**src/rtl/cmult_pkg.sv**
```systemverilog
// Shared widths, saturation limits and rounding constant for the c_mult complex multiplier.
// The rounding/saturation constants are used only when CMULT_ROUND_EN is defined.
package cmult_pkg;

    localparam int unsigned N      = 16;
    localparam int unsigned SHIFT  = 16;
    localparam int unsigned PROD_W = 2 * N;
    localparam int unsigned SUM_W  = 2 * N + 1;

    localparam logic signed [N-1:0] SAT_MAX = 16'sh7FFF;
    localparam logic signed [N-1:0] SAT_MIN = 16'sh8001;

    typedef logic signed [N-1:0]      word_t;
    typedef logic signed [PROD_W-1:0] prod_t;
    typedef logic signed [SUM_W-1:0]  sum_t;

    localparam sum_t ROUND_HALF = sum_t'(1) <<< (SHIFT - 1);

endpackage

```
**src/rtl/cmult_scale.sv**
```systemverilog
// Scales one full-precision sum down to N bits: floor shift by default,
// round-half-up plus saturation to [SAT_MIN, SAT_MAX] when CMULT_ROUND_EN is defined.
module cmult_scale
    import cmult_pkg::*;
(
    input  sum_t  sum_i,
    output word_t res_o
);

`ifdef CMULT_ROUND_EN
    sum_t rounded;
    sum_t shifted;

    always_comb begin
        rounded = sum_i + ROUND_HALF;
        shifted = rounded >>> SHIFT;
        if (shifted > sum_t'(SAT_MAX)) begin
            res_o = SAT_MAX;
        end else if (shifted < sum_t'(SAT_MIN)) begin
            res_o = SAT_MIN;
        end else begin
            res_o = shifted[N-1:0];
        end
    end
`else
    sum_t shifted;

    always_comb begin
        shifted = sum_i >>> SHIFT;
        res_o   = shifted[N-1:0];
    end
`endif

endmodule

```
**src/rtl/c_mult.sv**
```systemverilog
// Two-stage pipelined Q1.15 complex multiplier C = A * B scaled by 2^-SHIFT.
// Optional rounding/saturation selected by CMULT_ROUND_EN (see cmult_scale).
module c_mult
    import cmult_pkg::*;
(
    input  logic         clk,
    input  logic         reset,
    input  logic [N-1:0] Ar,
    input  logic [N-1:0] Ai,
    input  logic [N-1:0] Br,
    input  logic [N-1:0] Bi,
    output logic [N-1:0] Cr,
    output logic [N-1:0] Ci
);

    prod_t ar_x, ai_x, br_x, bi_x;
    prod_t arbr_d, aibi_d, arbi_d, aibr_d;
    prod_t arbr_q, aibi_q, arbi_q, aibr_q;
    sum_t  re_d, im_d;
    word_t cr_d, ci_d;
    word_t cr_q, ci_q;

    // Operands are widened to the product width first so each multiply is exact.
    always_comb begin
        ar_x   = prod_t'($signed(Ar));
        ai_x   = prod_t'($signed(Ai));
        br_x   = prod_t'($signed(Br));
        bi_x   = prod_t'($signed(Bi));
        arbr_d = ar_x * br_x;
        aibi_d = ai_x * bi_x;
        arbi_d = ar_x * bi_x;
        aibr_d = ai_x * br_x;
    end

    always_comb begin
        re_d = sum_t'(arbr_q) - sum_t'(aibi_q);
        im_d = sum_t'(arbi_q) + sum_t'(aibr_q);
    end

    cmult_scale u_scale_re (
        .sum_i (re_d),
        .res_o (cr_d)
    );

    cmult_scale u_scale_im (
        .sum_i (im_d),
        .res_o (ci_d)
    );

    always_ff @(posedge clk) begin
        if (!reset) begin
            arbr_q <= '0;
            aibi_q <= '0;
            arbi_q <= '0;
            aibr_q <= '0;
            cr_q   <= '0;
            ci_q   <= '0;
        end else begin
            arbr_q <= arbr_d;
            aibi_q <= aibi_d;
            arbi_q <= arbi_d;
            aibr_q <= aibr_d;
            cr_q   <= cr_d;
            ci_q   <= ci_d;
        end
    end

    assign Cr = cr_q;
    assign Ci = ci_q;

endmodule

```
**config.mk**
```make
export PLATFORM = sky130hd
export DESIGN_NAME = c_mult
export DESIGN_NICKNAME = d
export VERILOG_FILES = /design/src/rtl/cmult_pkg.sv /design/src/rtl/cmult_scale.sv /design/src/rtl/c_mult.sv
export SDC_FILE = /design/constraint.sdc
export NUM_CORES = 2
export LEC_CHECK = 0
export BUFFER_PORTS_ARGS = -buffer_cell sky130_fd_sc_hd__buf_2
export CORE_MARGIN = 2
export CORE_UTILIZATION = 65
export DETAILED_ROUTE_END_ITERATION = 16
export GPL_ROUTABILITY_DRIVEN = 0
export PLACE_DENSITY_LB_ADDON = 0.2
export SYNTH_ARGS = -nofsm -noshare
export SYNTH_HDL_FRONTEND = slang
export SYNTH_SLANG_ARGS = --single-unit
```
**constraint.sdc**
```tcl
create_clock -name clk -period 16.73 [get_ports clk]
set_input_delay 1.673 -clock clk [delete_from_list [all_inputs] [get_ports clk]]
set_output_delay 1.673 -clock clk [all_outputs]
set_load 0.01 [all_outputs]
```
### After elaboration in Yosys (flattened, before gate mapping)

Index checks and enable logic that the tools add are counted.

| word-level totals | value |
|---|---|
| output and inout bits | 32 |
| logic and storage cells | 12 |
| register bits after elaboration | 160 |
| input bits | 66 |

| operators by class | value |
|---|---|
| $add $sub $neg | 2 |
| $mul | 4 |

Operators with widths:

| operator | number |
|---|---|
| 16-bit by 16-bit multiplier with 32-bit output | 4 |
| 32-bit adder | 1 |
| 32-bit subtractor | 1 |

### Longest topological paths before layout

| depth | value |
|---|---|
| depth in word-level cells | 1 |
| mapped depth | 25 |
| gate-level depth less buffers | 24 |

### Modules after synthesis

From an unflattened synthesis, not the netlist that was laid out.

| unflattened totals | value |
|---|---|
| cell total of the unflattened synthesis | 5223 |
| area total of the unflattened synthesis | 46986.3 um^2 |

Modules (own cells, without submodules):

| module | area an instance (um^2) | sequential area each (um^2) | cells each | instances |
|---|---|---|---|---|
| c_mult | 46746.1 | 3203.1 | 5191 | 1 |
| cmult_scale | 120.1 | 0.0 | 16 | 2 |

### Worst setup path after synthesis

OpenSTA, ideal clock, no wires.

| path | value |
|---|---|
| path kind | input-to-reg |
| from | input port Ar[15] |
| to | register arbr_q[28] |
| arrival time | 7.450 ns |
| library setup time | 0.072 ns |
| slack | 9.208 ns |
| buffers on the path | 1 |
| required time | 16.658 ns |
| stages on the path | 20 |
| cell sequence | clkbuf_1 > nand2_1 > fa_1 > inv_1 > fa_1 > fa_1 > fa_1 > fa_1 > inv_1 > fa_1 > inv_1 > ha_1 > a21o_1 > a21o_1 > or3_1 > a211oi_1 > or2_1 > nor2_1 > a2111oi_1 > mux2i_1 |

| between the ends | value |
|---|---|
| longest elaborated chain between the ends | 1 |

RTL lines:

| element | line | RTL |
|---|---|---|
| start: declaration | c_mult.sv:8 | `input logic [N-1:0] Ar,` |
| 16-bit by 16-bit multiplier with 32-bit output | c_mult.sv:29 | `arbr_d = ar_x * br_x;` |
| end signal: assignment | c_mult.sv:59 | `arbr_q <= arbr_d;` |
| end: declaration | c_mult.sv:18 | `prod_t arbr_q, aibi_q, arbi_q, aibr_q;` |

No other way between the ends.
A chain may end at the register's enable or synchronous reset.

### Worst setup path in the final report

| path | value |
|---|---|
| from | input port Ar[15] |
| to | register arbr_q[31] |

The elaborated chain is that of the path after synthesis.

==> flow_summary.yaml <==
grt:
  grt_max_degree: 61
  grt_use_total_pct: 32.3
  grt_pass1_wl_mm: 179
  antenna_found_initial: 10
  grt_overflow: 0
  grt_pass1_vias: 34800
setup_path:
  path_buf_inv: 4
  cp_max_fo: 32
  crit_top_cell: "fa_1"
  rr_startpoint: "arbi_q[2]$_SDFF_PN0_"
  r2r-end: "Ci[15]$_SDFF_PN0_"
  critPathMaxStageDelay_ns: 0.88
  crit_type: "in -> reg"
  arrival_ns: 8.61
  cp_cell_sequence: "buf_2 > nand2_1 > inv_1 > fa_1 > fa_1 > fa_1 > fa_1 > fa_1 > inv_1 > fa_1 > inv_1 > ha_1 > a21o_1 > a21o_1 > nor3_1 > nand2_1 > a211oi_1 > o31ai_1 > a31oi_1 > nand4_1 > o311ai_0"
  start_kind: "primary input"
  rr_worst_depth: 10
  cp_top_family: "adder cells"
  r2r_slack_ns: 13.17
  crit_slowest_cell: "fa_1"
  worstSetupEndpointType: "flip-flop"
  cp.required_ns: 17.13
layout:
  area_delta_synth_final_pct: 3.63
  drive_above_1_share_pct: 3.37
  final_nets: 6442
  fill_cells: 5727
sta:
  period_needed_ns: 8.21
  period_share_pct: 49.1
  skew_ns: 0.0124
  layout_setup_ws_ns: 8.52
  rsz0062_at_grt: "no"
  tns_ns: 0
  timing.fmax_mhz: 122
  maxSlewViolCount: 0
  hold_viol: 0
  max_slew_margin_pct: 27.2
  tightestPinTransition_ns: 1.09
  setup_viol: 0
floorplan:
  die_h_um: 269
  fp.dieArea_um2: 72200
  die_w_um: 269
  row_count: 97
  num_io_pins: 98
  fp.coreArea_um2: 69700
  start_util_pct: 65.3
clocking:
  cts.path.max_buffers: 2
  worstSkewPairLatency_ns: 0.51
  cts_made_buffers: 17
  path_clk_slew_ns: 0.08
  tritoncts: "built"
  h-tree-depth: 4
  cts_setup_buffers: 0
  ctsRootBufferMaster: "clkbuf_16"
  cts_hold_buf: 0
  cts_resized: 0
  clock-sinks: 160
synthesis:
  synthFlopType: "dfxtp_1"
  syn_area_um2: 45500
  synth-edff-count: 0
  synthTopCellsByCount: "1,213 x inv_1, 1,048 x fa_1, 528 x nand2_1"
  yosysMostFrequentCell: "inv_1"
  synth-warning-count: 0
  synth_seq_area_share_pct: 7.04
  ys_seq_elements: 160
  yosys.area.top_type_share_pct: 46.1
  synth_nets: 6516
  synthArstFlopShare_pct: 0
  yosysTopAreaCell: "fa_1"
  synth_area_leaders: "fa_1 46%, ha_1 11%, inv_1 10%, and2_1 7.2%, dfxtp_1 7.0%"
  synth.avg_cell_area_um2: 9.08
  synth_cell_types: 68
  netlist_instances: 5014
routing:
  drcViolationCount: 0
  post_drt_wl_per_cell_um: 18.2
  dr.pass1.iters: 7
  ant_nets: 0
  vias: 32800
  viasPerCell: 5.56
  finalWirelength_mm: 107
  drt_iter0_drc: 2059
status:
  status: "finished clean"
placement:
  hpwl_mm: 81.4
  portBuffers: 97
  pre_cts_slack_ns: 8.17
hold_path:
  min_to: "Cr[15]$_SDFF_PN0_"
  hold_class: "reg -> reg"
  whs_path_depth: 3
  hp-start: "aibi_q[31]$_SDFF_PN0_"
flow_run:
  cap_violations: 0
## stage by stage
step	instance area, um2	hold slack, ns	util, %	cells
global placement	46500	0.594	66.8	5861
detailed placement	46500	0.605	66.8	5861
global route	47200	0.684	67.7	5900
CTS	47200	0.625	67.7	5893
floorplan	45500	0.527	-	5014
finish	47200	0.613	67.7	5900
## placed cells by master (no fill, tap or decap), types with 5 or more instances in the layout
cell type,synthesis,layout
a211o_1,6,6
a211oi_1,19,19
a21o_1,69,69
a21oi_1,114,114
a31oi_1,16,16
a41oi_1,5,5
and2_1,527,527
and3_1,24,24
and4_1,6,6
buf_2,0,97
buf_4,0,21
clkbuf_16,0,17
dfxtp_1,160,160
diode_2,0,7
fa_1,1048,1048
ha_1,388,388
inv_1,1213,1213
mux2i_1,7,7
nand2_1,528,528
nand2b_1,43,43
nand3_1,30,30
nand4_1,10,10
nor2_1,193,193
nor2b_1,15,15
nor3_1,35,35
nor3b_1,7,7
nor4_1,6,6
o211ai_1,15,15
o21a_1,23,23
o21ai_0,57,57
o21ai_1,8,8
o21bai_1,15,15
o31ai_1,6,6
or2_2,6,6
or3_1,10,10
xnor2_1,91,91
xor2_1,43,43
## worst max path at each step
stage | startpoint | endpoint | cells after the start
after floorplan | Ar[15] | arbr_q[28]$_SDFF_PN0_ | 20
after global placement | Ar[15] | arbr_q[31]$_SDFF_PN0_ | 22
after detailed placement | Ar[15] | arbr_q[31]$_SDFF_PN0_ | 21
after CTS | Ar[15] | arbr_q[31]$_SDFF_PN0_ | 21
after global routing | Ar[15] | arbr_q[31]$_SDFF_PN0_ | 22
final | Ar[15] | arbr_q[31]$_SDFF_PN0_ | 21
## flip-flops by register name (all words and copies together) (netlist names)
signal	count
aibi_q	32
arbi_q	32
arbr_q	32
Ci	16
aibr_q	32
Cr	16
## worst min-delay path, cell delays in order, from the launching register on
cell     delay [ns]
dfxtp_1        0.33
xor2_1         0.07
nor2_1         0.07
mux2_1         0.12
## cells by family (layout without fill, tap and decap cells)
| group | Yosys count | in the layout | share of synthesized area (%) |
|---|---|---|---|
| xor+xnor | 134 | 134 | 2.58 |
| mux | 9 | 9 | 0.203 |
| buf+inv | 1425 | 1364 | 11.8 |
| compound gates | 403 | 403 | 5.85 |
| flops | 160 | 160 | 7.04 |
| simple gates | 1447 | 1447 | 15.8 |
| fa+ha+maj | 1436 | 1436 | 56.8 |
| other cells | 0 | 7 | 0 |
## layout make-up
type                       instances  area [um2]  share of cell area (%)
timing repair buffer             118         643                    1.36
clock inverter                    14         168                   0.355
inverter                        1214        4560                    9.67
antenna                            7        17.5                  0.0371
clock buffer                      18         439                   0.931
tap                              940        1180                    2.49
sequential                       160        3200                    6.79
multi-input combinational       3429       37000                    78.4
## layer usage
metal | global-route usage, % | routed length [um] | vias up | part of all wire, %
met5 | 0 | 13 | - | 0.012
met4 | 13.8 | 4860 | 2 | 4.5
met3 | 6.30 | 9070 | 218 | 8.4
met1 | 44.9 | 44500 | 16700 | 41
met2 | 49.8 | 49000 | 1246 | 46
li1 | - | - | 14700 | -
Power is not shown: default switching activity piles up to over one toggle a cycle in this logic, so the estimate is an artifact.
